--- config.mk ---
export PLATFORM = sky130hd
export DESIGN_NAME = mbox_wr_arb
export DESIGN_NICKNAME = d
export VERILOG_FILES = /design/src/rtl/mbox_pkg.sv /design/src/rtl/mbox_rr_pick.sv /design/src/rtl/mbox_wr_arb.sv
export SDC_FILE = /design/constraint.sdc
export NUM_CORES = 1
export LEC_CHECK = 0
export ABC_AREA = 0
export CELL_PAD_IN_SITES_DETAIL_PLACEMENT = 1
export CELL_PAD_IN_SITES_GLOBAL_PLACEMENT = 1
export CORE_UTILIZATION = 26
export DETAILED_ROUTE_END_ITERATION = 16
export PLACE_DENSITY_LB_ADDON = 0.1
export SYNTH_ARGS = -nofsm -noshare
export SYNTH_HDL_FRONTEND = slang
export SYNTH_SLANG_ARGS = --single-unit
export TNS_END_PERCENT = 50
--- constraint.sdc ---
create_clock -name clk -period 7.89 [get_ports clk]
set_clock_uncertainty 0.1 [all_clocks]
set_input_delay 1.9725 -clock clk [delete_from_list [all_inputs] [get_ports clk]]
set_output_delay 1.9725 -clock clk [all_outputs]
set_load 0.01 [all_outputs]
--- src/rtl/mbox_pkg.sv ---
// Shared types and sizing helpers for the mailbox write arbiter.
// The index-width helper is a function so each module can size ports from its own parameters.
package mbox_pkg;

    typedef enum logic [1:0] {
        IDLE  = 2'd0,
        REQ   = 2'd1,
        REJ   = 2'd2,
        DRAIN = 2'd3
    } arb_state_t;

    function automatic int idx_w(input int n);
        return (n > 1) ? $clog2(n) : 1;
    endfunction

endpackage

--- src/rtl/mbox_rr_pick.sv ---
// Combinational round-robin pick: first set request at or after ptr_i, wrapping.
// The request vector is doubled so the wrap becomes a plain forward search.
module mbox_rr_pick
    import mbox_pkg::*;
#(
    parameter int N     = 4,
    parameter int IDX_W = idx_w(N)
) (
    input  logic [N-1:0]     req_i,
    input  logic [IDX_W-1:0] ptr_i,
    output logic             valid_o,
    output logic [IDX_W-1:0] idx_o
);

    logic [2*N-1:0] dbl;
    int             pick;
    logic           found;

    // NOTE: every variable gets a default before the search loop, so no path through this block can infer a latch.
    always_comb begin
        dbl   = {req_i, req_i};
        pick  = 0;
        found = 1'b0;
        for (int i = 0; i < 2 * N; i++) begin
            if (!found && (i >= int'(ptr_i)) && dbl[i]) begin
                found = 1'b1;
                pick  = i;
            end
        end
        if (pick >= N) begin
            pick = pick - N;
        end
        valid_o = |req_i;
        idx_o   = IDX_W'(pick);
    end

endmodule

--- src/rtl/mbox_wr_arb.sv ---
// Round-robin arbiter sharing one mailbox FIFO write controller between CPU ports,
// with a per-transaction timeout so a wedged downstream cannot hold the bus.
module mbox_wr_arb
    import mbox_pkg::*;
#(
    parameter int W_WIDTH_SYS = 32,
    parameter int WIDTH_ADDR  = 32,
    parameter int N_NUMB_CPU  = 4,
    parameter int TIMEOUT     = 64
) (
    input  logic                             clk,
    input  logic                             rst,
    input  logic [N_NUMB_CPU-1:0]            cpu_req_i,
    input  logic [N_NUMB_CPU-1:0]            cpu_wren_i,
    input  logic [N_NUMB_CPU*WIDTH_ADDR-1:0] cpu_addr_i,
    input  logic [N_NUMB_CPU*W_WIDTH_SYS-1:0] cpu_data_i,
    output logic [N_NUMB_CPU-1:0]            cpu_ack_o,
    output logic [N_NUMB_CPU-1:0]            cpu_err_o,
    output logic                             m_req_o,
    output logic                             m_wren_o,
    output logic [WIDTH_ADDR-1:0]            m_addr_o,
    output logic [W_WIDTH_SYS-1:0]           m_data_o,
    output logic [31:0]                      m_numb_cpu_o,
    input  logic [N_NUMB_CPU-1:0]            m_ack_i,
    input  logic                             m_err_i,
    output logic                             busy_o
);

    localparam int IDX_W = idx_w(N_NUMB_CPU);
    localparam int CNT_W = $clog2(TIMEOUT) + 1;
    localparam logic [IDX_W-1:0] LAST_IDX  = IDX_W'(N_NUMB_CPU - 1);
    localparam logic [CNT_W-1:0] CNT_LIMIT = CNT_W'(TIMEOUT - 1);

    arb_state_t              state_q;
    logic [IDX_W-1:0]        idx_q;
    logic [IDX_W-1:0]        rr_ptr_q;
    logic [IDX_W-1:0]        rr_ptr_d;
    logic [CNT_W-1:0]        cnt_q;
    logic [N_NUMB_CPU-1:0]   cpu_ack_q;
    logic [N_NUMB_CPU-1:0]   cpu_err_q;
    logic                    m_req_q;
    logic [WIDTH_ADDR-1:0]   m_addr_q;
    logic [W_WIDTH_SYS-1:0]  m_data_q;
    logic [31:0]             m_numb_q;

    logic                    pick_valid;
    logic [IDX_W-1:0]        pick_idx;
    logic                    win_wren;
    logic [WIDTH_ADDR-1:0]   win_addr;
    logic [W_WIDTH_SYS-1:0]  win_data;

    mbox_rr_pick #(
        .N     (N_NUMB_CPU),
        .IDX_W (IDX_W)
    ) u_pick (
        .req_i   (cpu_req_i),
        .ptr_i   (rr_ptr_q),
        .valid_o (pick_valid),
        .idx_o   (pick_idx)
    );

    always_comb begin
        win_wren = 1'b0;
        win_addr = '0;
        win_data = '0;
        for (int k = 0; k < N_NUMB_CPU; k++) begin
            if (pick_idx == IDX_W'(k)) begin
                win_wren = cpu_wren_i[k];
                win_addr = cpu_addr_i[k*WIDTH_ADDR +: WIDTH_ADDR];
                win_data = cpu_data_i[k*W_WIDTH_SYS +: W_WIDTH_SYS];
            end
        end
    end

    // Explicit wrap so non-power-of-two CPU counts rotate correctly.
    assign rr_ptr_d = (idx_q == LAST_IDX) ? '0 : idx_q + IDX_W'(1);

    // NOTE: state lives in always_ff with non-blocking assignments only, so every register sees pre-edge values.
    always_ff @(posedge clk) begin
        if (rst) begin
            state_q   <= IDLE;
            idx_q     <= '0;
            rr_ptr_q  <= '0;
            cnt_q     <= '0;
            cpu_ack_q <= '0;
            cpu_err_q <= '0;
            m_req_q   <= 1'b0;
            m_addr_q  <= '0;
            m_data_q  <= '0;
            m_numb_q  <= '0;
        end else begin
            cpu_ack_q <= '0;
            cpu_err_q <= '0;
            case (state_q)
                IDLE: begin
                    if (pick_valid) begin
                        idx_q    <= pick_idx;
                        m_addr_q <= win_addr;
                        m_data_q <= win_data;
                        m_numb_q <= 32'(pick_idx);
                        if (win_wren) begin
                            state_q <= REQ;
                            m_req_q <= 1'b1;
                            cnt_q   <= '0;
                        end else begin
                            state_q <= REJ;
                        end
                    end
                end
                REQ: begin
                    cnt_q <= cnt_q + CNT_W'(1);
                    if (m_ack_i[idx_q]) begin
                        cpu_ack_q[idx_q] <= 1'b1;
                        cpu_err_q[idx_q] <= m_err_i;
                        m_req_q          <= 1'b0;
                        rr_ptr_q         <= rr_ptr_d;
                        state_q          <= DRAIN;
                    end else if (cnt_q == CNT_LIMIT) begin
                        cpu_ack_q[idx_q] <= 1'b1;
                        cpu_err_q[idx_q] <= 1'b1;
                        m_req_q          <= 1'b0;
                        rr_ptr_q         <= rr_ptr_d;
                        state_q          <= DRAIN;
                    end
                end
                REJ: begin
                    cpu_ack_q[idx_q] <= 1'b1;
                    cpu_err_q[idx_q] <= 1'b1;
                    rr_ptr_q         <= rr_ptr_d;
                    state_q          <= IDLE;
                end
                DRAIN: begin
                    if (m_ack_i == '0) begin
                        state_q <= IDLE;
                    end
                end
                default: state_q <= IDLE;
            endcase
        end
    end

    assign cpu_ack_o    = cpu_ack_q;
    assign cpu_err_o    = cpu_err_q;
    assign m_req_o      = m_req_q;
    assign m_wren_o     = m_req_q;
    assign m_addr_o     = m_addr_q;
    assign m_data_o     = m_data_q;
    assign m_numb_cpu_o = m_numb_q;
    assign busy_o       = (state_q != IDLE);

endmodule

== Yosys cells after proc, flatten, opt, wreduce, memory -nomap -nowiden ==
Index checks and enable logic that the tools add are counted.
Storage, ports and cells
  word-level logic and storage cells: 115
  output and inout bits: 107
  register bits: 86
  bits of input ports: 271
Operators by class
  multiplexer cells: 54
  $lt $le $gt $ge: 6
  add/subtract/negate cells: 3
  equal/unequal tests: 12
  reduce and logical (&&, ||, !) cells: 30
  bitwise logic cells: 1
Operators with widths (count)
  32-bit two-way mux: 14
  32-bit by 4-bit >= comparator with 1-bit output (second input constant): 1
  1-bit two-way mux: 18
  2-bit two-way mux: 9
  4-bit case mux with 2 select lines: 2
  7-bit two-way mux: 2
  7-bit case mux with 2 select lines: 1
  4-bit two-way mux: 3
  1-bit logical AND: 11
  2-bit equality test (second input constant): 5
  2-bit case mux with 4 select lines: 1
  7-bit by 1-bit adder with 7-bit output (second input constant): 1
  7-bit by 6-bit equality test with 1-bit output (second input constant): 1
  1-bit logical NOT: 7
  2-bit != test (second input constant): 3
  3-bit AND reduction: 2
  2-bit nonzero test: 3
  4-bit bitwise AND: 1
  2-bit by 1-bit equality test with 1-bit output (second input constant): 2
  1-bit by 2-bit >= comparator with 1-bit output (first input constant): 2
  2-bit logical NOT: 2
  4-bit logical NOT: 1
  2-bit case mux with 2 select lines: 1
  2-bit AND reduction: 2
  other kinds (11): 11

== Longest topological paths before layout ==
  word-level depth: 36
  mapped depth: 10
  mapped depth without buffers: 8

== Hierarchy ==
From an unflattened synthesis, not the netlist that was laid out.
Second synthesis, totals
  cell total of the unflattened synthesis: 523
  area total of the unflattened synthesis: 5057.4 um2
By module, submodules not included
  mbox_wr_arb: cells an instance 510, area each 4979.8 um2, times used 1, seq. area each 1721.7 um2
  mbox_rr_pick: cells an instance 13, area each 77.6 um2, times used 1, seq. area each 0.0 um2

== Least setup slack after synthesis ==
No wires, ideal clock.
  path type: in2reg
  from: input port cpu_req_i[1]
  to: register m_req_q (netlist: m_req_o)
  data required time: 7658 ps
  arrival: 3626 ps
  setup slack: 4031 ps
  path buffers: 2
  cell stages on the path: 9
  setup time: 132 ps
  cells stage by stage: nand2b_1 > a21oi_1 > a211o_1 > clkbuf_1 > or2_1 > o221a_1 > buf_2 > o41ai_1 > a21oi_1
On the way
  cells in the longest elaborated chain, start to end: 30
  elaborated cells on any way between the ends: 42
  those cells by class: add/sub: 1; order compare: 1; eq/ne: 5; mux: 18; reduce/logical: 17
Ends and longest elaborated chain
  from (decl): RTL line mbox_wr_arb.sv:13  | input logic [N_NUMB_CPU-1:0] cpu_req_i,
  1-bit logical AND: RTL line mbox_rr_pick.sv:25  | if (!found && (i >= int'(ptr_i)) && dbl[i]) begin
  1-bit two-way mux: RTL line mbox_rr_pick.sv:25
  1-bit logical NOT: RTL line mbox_rr_pick.sv:25
  1-bit logical AND (2 in a row): RTL line mbox_rr_pick.sv:25
  1-bit two-way mux: RTL line mbox_rr_pick.sv:25
  1-bit logical NOT: RTL line mbox_rr_pick.sv:25
  1-bit logical AND: RTL line mbox_rr_pick.sv:25
  1-bit two-way mux: RTL line mbox_rr_pick.sv:25
  [... 10 more ...]
  1-bit logical AND: RTL line mbox_rr_pick.sv:25
  32-bit two-way mux: RTL line mbox_rr_pick.sv:25
  32-bit by 4-bit >= comparator with 1-bit output / 2-bit by 1-bit subtractor with 2-bit output (equally long branches): RTL line mbox_rr_pick.sv:30, mbox_rr_pick.sv:31
  2-bit two-way mux: RTL line mbox_rr_pick.sv:30  | if (pick >= N) begin
  2-bit logical NOT: RTL line mbox_wr_arb.sv:67  | if (pick_idx == IDX_W'(k)) begin
  1-bit two-way mux (4 in a row): RTL line mbox_wr_arb.sv:67
  2-bit != test (no source line)
  4-bit AND reduction (no source line) *
  to (signal assigned): RTL line mbox_wr_arb.sv:87  | m_req_q <= 1'b0;
  to (signal assigned): RTL line mbox_wr_arb.sv:103  | m_req_q <= 1'b1;
  to (signal assigned): RTL line mbox_wr_arb.sv:115  | m_req_q <= 1'b0;
  to (decl): RTL line mbox_wr_arb.sv:41  | logic m_req_q;
Every way passes the cells marked *; elsewhere a longest branch is shown, timed or not.
A chain may end at the register's enable or synchronous reset.

== Worst setup path after layout ==
  from: input port cpu_req_i[2]
  to: register m_addr_q[17] (netlist: m_addr_o[17])
On the way
  cells in the longest elaborated chain, start to end: 24
  elaborated cells on any way between the ends: 35
  those cells by class: add/sub: 1; order compare: 1; eq/ne: 3; mux: 16; reduce/logical: 14
Ends and longest elaborated chain
  1-bit logical AND: RTL line mbox_rr_pick.sv:25
  1-bit two-way mux: RTL line mbox_rr_pick.sv:25
  1-bit logical NOT: RTL line mbox_rr_pick.sv:25
  1-bit logical AND: RTL line mbox_rr_pick.sv:25
  1-bit two-way mux: RTL line mbox_rr_pick.sv:25
  1-bit logical NOT: RTL line mbox_rr_pick.sv:25
  1-bit logical AND: RTL line mbox_rr_pick.sv:25
  1-bit two-way mux: RTL line mbox_rr_pick.sv:25
  [... 5 more ...]
  1-bit two-way mux: RTL line mbox_rr_pick.sv:25
  1-bit logical NOT: RTL line mbox_rr_pick.sv:25
  1-bit logical AND: RTL line mbox_rr_pick.sv:25
  32-bit two-way mux: RTL line mbox_rr_pick.sv:25
  32-bit by 4-bit >= comparator with 1-bit output / 2-bit by 1-bit subtractor with 2-bit output (equally long branches): RTL line mbox_rr_pick.sv:30, mbox_rr_pick.sv:31
  2-bit two-way mux: RTL line mbox_rr_pick.sv:30
  2-bit logical NOT: RTL line mbox_wr_arb.sv:67
  32-bit two-way mux (4 in a row): RTL line mbox_wr_arb.sv:67
  to (signal assigned): RTL line mbox_wr_arb.sv:98  | m_addr_q <= win_addr;
  to (decl): RTL line mbox_wr_arb.sv:42  | logic [WIDTH_ADDR-1:0] m_addr_q;
Parallel ways exist; a longest one is shown, timed or not.

==> flow_summary_export.csv <==
group,metric,value,unit
run_status,status,"complete, no violations",
routing,num_vias,6206,
placed_design,hpwl,16.89,mm
routing,wl,23.34,mm
sta,hold_violations,0,
power,leakagePower,3.423,nW
critical_path,timing_worst_setup_path_type,"input pin to flip-flop",
clocking,cts_root_buf,"clkbuf_16",
power,sw_frac_of_total,40.48,%
finish,fill_cells,2382,
global_route,grt_pass1_vias,6239,
global_route,grt_max_degree,99,
power,p_int,1.450,mW
logic_synthesis,synth_area,5381,um^2
critical_path,critPathMaxStageDelay,0.89,ns
sta,post-route-min-period,4.979,ns
critical_path,critPathCaptureType,"flip-flop",
critical_path,crit_path_cell_trace,"clkdlybuf4s50_1, inv_1, o22ai_1, a211o_4, buf_4, mux2i_1, o21ai_0, o211ai_1, a21oi_1",
logic_synthesis,syn_inst,688,
critical_path,crit_path_start,"cpu_req_i[2]",
clocking,cts_max_path_buffers,2,
clocking,cts-resized-gates,0,
floorplanning,die_area,21280,um^2
global_route,grt.overflow.total,0,
floorplanning,rows,52,
finish,multi_input_area,3271,um^2
min_path,hold_start,"m_data_o[17]",
routing,drt-initial-drc-count,249,
power,clkPwrFrac,18.4,%
power,pwr-share-comb,54.6,%
sta,worstMarginPinSlew,1.061,ns
sta,max_slew_margin,29.24,%
clocking,cts_buffers,9,
routing,ant_nets,0,
power,p_per_area,264.7,nW/um^2
placed_design,place.gp.congestion,0.8217,
finish,layout_commonest_cell,"clkdlybuf4s50_1",
run,max-cap-violations,0,
logic_synthesis,synth-edff-count,0,
power,pwr-share-seq,27.0,%
logic_synthesis,synthFlopType,"dfxtp_1",
clocking,clkLatencyLatePin,0.34,ns
clocking,clock-sinks,86,
logic_synthesis,syn_avg_cell_area,7.822,um^2
sta,whs,0.3512,ns
logic_synthesis,ys_types,42,
sta,fin_setup_tns,0,ns
floorplanning,die_y,145.9,um
logic_synthesis,async_reset_ff_share,0,%
critical_path,path_buf_inv,3,
global_route,grt_pass1_wl,35.79,mm
clocking,holdBufCountCts,0,
logic_synthesis,ys_seq_area_share,31.99,%
floorplanning,core-area,20230,um^2
power,vdd_ir_drop_max,118.7,uV
clocking,cts_tree,"yes",
sta,max_clock_freq,200.8,MHz
routing,wl_per_cell,18.54,um
sta,setup_viol,0,
sta,fin_crit_sh,63.10,%
finish,area_growth,71.05,%
logic_synthesis,ys_warn_count,0,
power,p_sw,0.9863,mW
routing,via_per_inst,4.929,
critical_path,startpoint_type,"input pin",
global_route,antenna_found_initial,1,
sta,maxSlewViolCount,0,
clocking,cts.htree.levels,3,
finish,drive_gt1_share,3.239,%
placed_design,portBuffers,347,
finish,nets,1263,
finish,layoutNonFillerInstCount,1259,
routing,drt_pass1_iterations,4,
logic_synthesis,ys_ff_latch,86,
min_path,hold_class,"flip-flop to flip-flop",
global_route,track_usage,21.69,%
floorplanning,die_w,145.9,um
finish,seq_area,1722,um^2
floorplanning,ios,378,
critical_path,path_max_fanout,78,
routing,drc,0,
critical_path,required,7.97,ns
placed_design,place_ws,2.554,ns
critical_path,crit_path_top_delay_cell,"buf_4",
critical_path,arrival,5.06,ns
clocking,post_cts_buffers,0,
floorplanning,start_util,26.60,%
sta,rsz0062_at_grt,"false",
critical_path,r2r_start,"rr_ptr_q[0]",
placed_design,dp_cells,1242,
sta,layout_setup_ws,2.911,ns
finish,final_cell_mix,"346 x clkdlybuf4s50_1, 86 x dfxtp_1, 80 x a21oi_1",
clocking,path_clk_slew,0.07,ns
critical_path,cp_top_family,"buffers and inverters",
power,total_power,2.436,mW
-- Yosys cell counts (all sizes together) (4+ instances only) --
| cell type | instances | area share [%] |
|---|---|---|
| dfxtp | 86 | 32 |
| a21oi | 80 | 7.4 |
| nand2 | 77 | 5.4 |
| mux2i | 65 | 12 |
| o21ai | 65 | 6.0 |
| a31oi | 64 | 7.4 |
| o211ai | 64 | 8.9 |
| clkbuf | 55 | 3.8 |
| buf | 44 | 5.4 |
| inv | 12 | 0.84 |
| and2 | 9 | 1.0 |
| ha | 9 | 2.1 |
| nor2 | 9 | 0.63 |
| o31ai | 6 | 0.93 |
| or4 | 5 | 0.70 |
| nand4 | 4 | 0.46 |
| or3 | 4 | 0.46 |
-- flip-flops by register name, summed over array words and instances (netlist names) --
register,count
m_addr_o,32
m_data_o,32
cnt_q,7
cpu_ack_o,4
cpu_err_o,4
m_numb_cpu_o,2
rr_ptr_q,2
state_q,2
m_req_o,1
-- path summary, 6_finish.rpt --
check,endpoint,slack [ns],depth (start not counted)
max reg2reg,m_addr_o[17],4.67,8
max,m_addr_o[17],2.91,9
min reg2reg,m_data_o[17],0.35,2
min,m_data_o[17],0.35,2
-- power by group through the flow --
stage | Sequential (mW) | Clock (mW) | Combinational [mW]
5_1_grt | 0.677 | 0.481 | 1.45
4_1_cts | 0.660 | 0.463 | 1.35
3_3_place_gp | 0.661 | 0 | 1.34
3_5_place_dp | 0.668 | 0 | 1.34
2_1_floorplan | 0.717 | 0 | 0.679
6_report | 0.658 | 0.448 | 1.33
-- per-layer routing --
layer  share of wire [%]  track usage, %
met3                 6.4           5.266
met1                  42           25.80
met2                  50           37.75
met4                 2.0           7.737
met5                   0               0
-- per-stage QoR --
step / area, um^2 / util, %
6_report: 9205 / 45.49
5_1_grt: 9205 / 45.49
4_1_cts: 9203 / 45.48
3_5_place_dp: 8896 / 43.96
3_3_place_gp: 8896 / 43.96
2_1_floorplan: 5490 / -
-- layout make-up --
type	count	share of cell area (%)
well taps	270	3.670
repair buffers	354	38.25
clock inverters	7	0.8835
inverters	12	0.4893
flip-flops and latches	86	18.70
multi-input cells	520	35.53
diodes	1	0.02718
clock buffers	9	2.447
-- cell families (layout without fill, tap and decap cells) --
kind of cell,Yosys count,in the layout,share of synthesized area (%)
AO/OA/AOI/OAI,294,294,33.16
AND/OR/NAND/NOR,121,121,10.09
buffers and inverters,111,382,10.09
flip-flops,86,86,31.99
multiplexers,66,66,12.51
adder cells (fa/ha/maj),9,9,2.093
other,1,31,0.06968
-- worst min-delay path, cell delays in order, from the launching register on --
cell	delay (ns)
dfxtp_1	0.31
nand2_1	0.05
a21oi_1	0.05
Power figures use the tool's default switching activity.
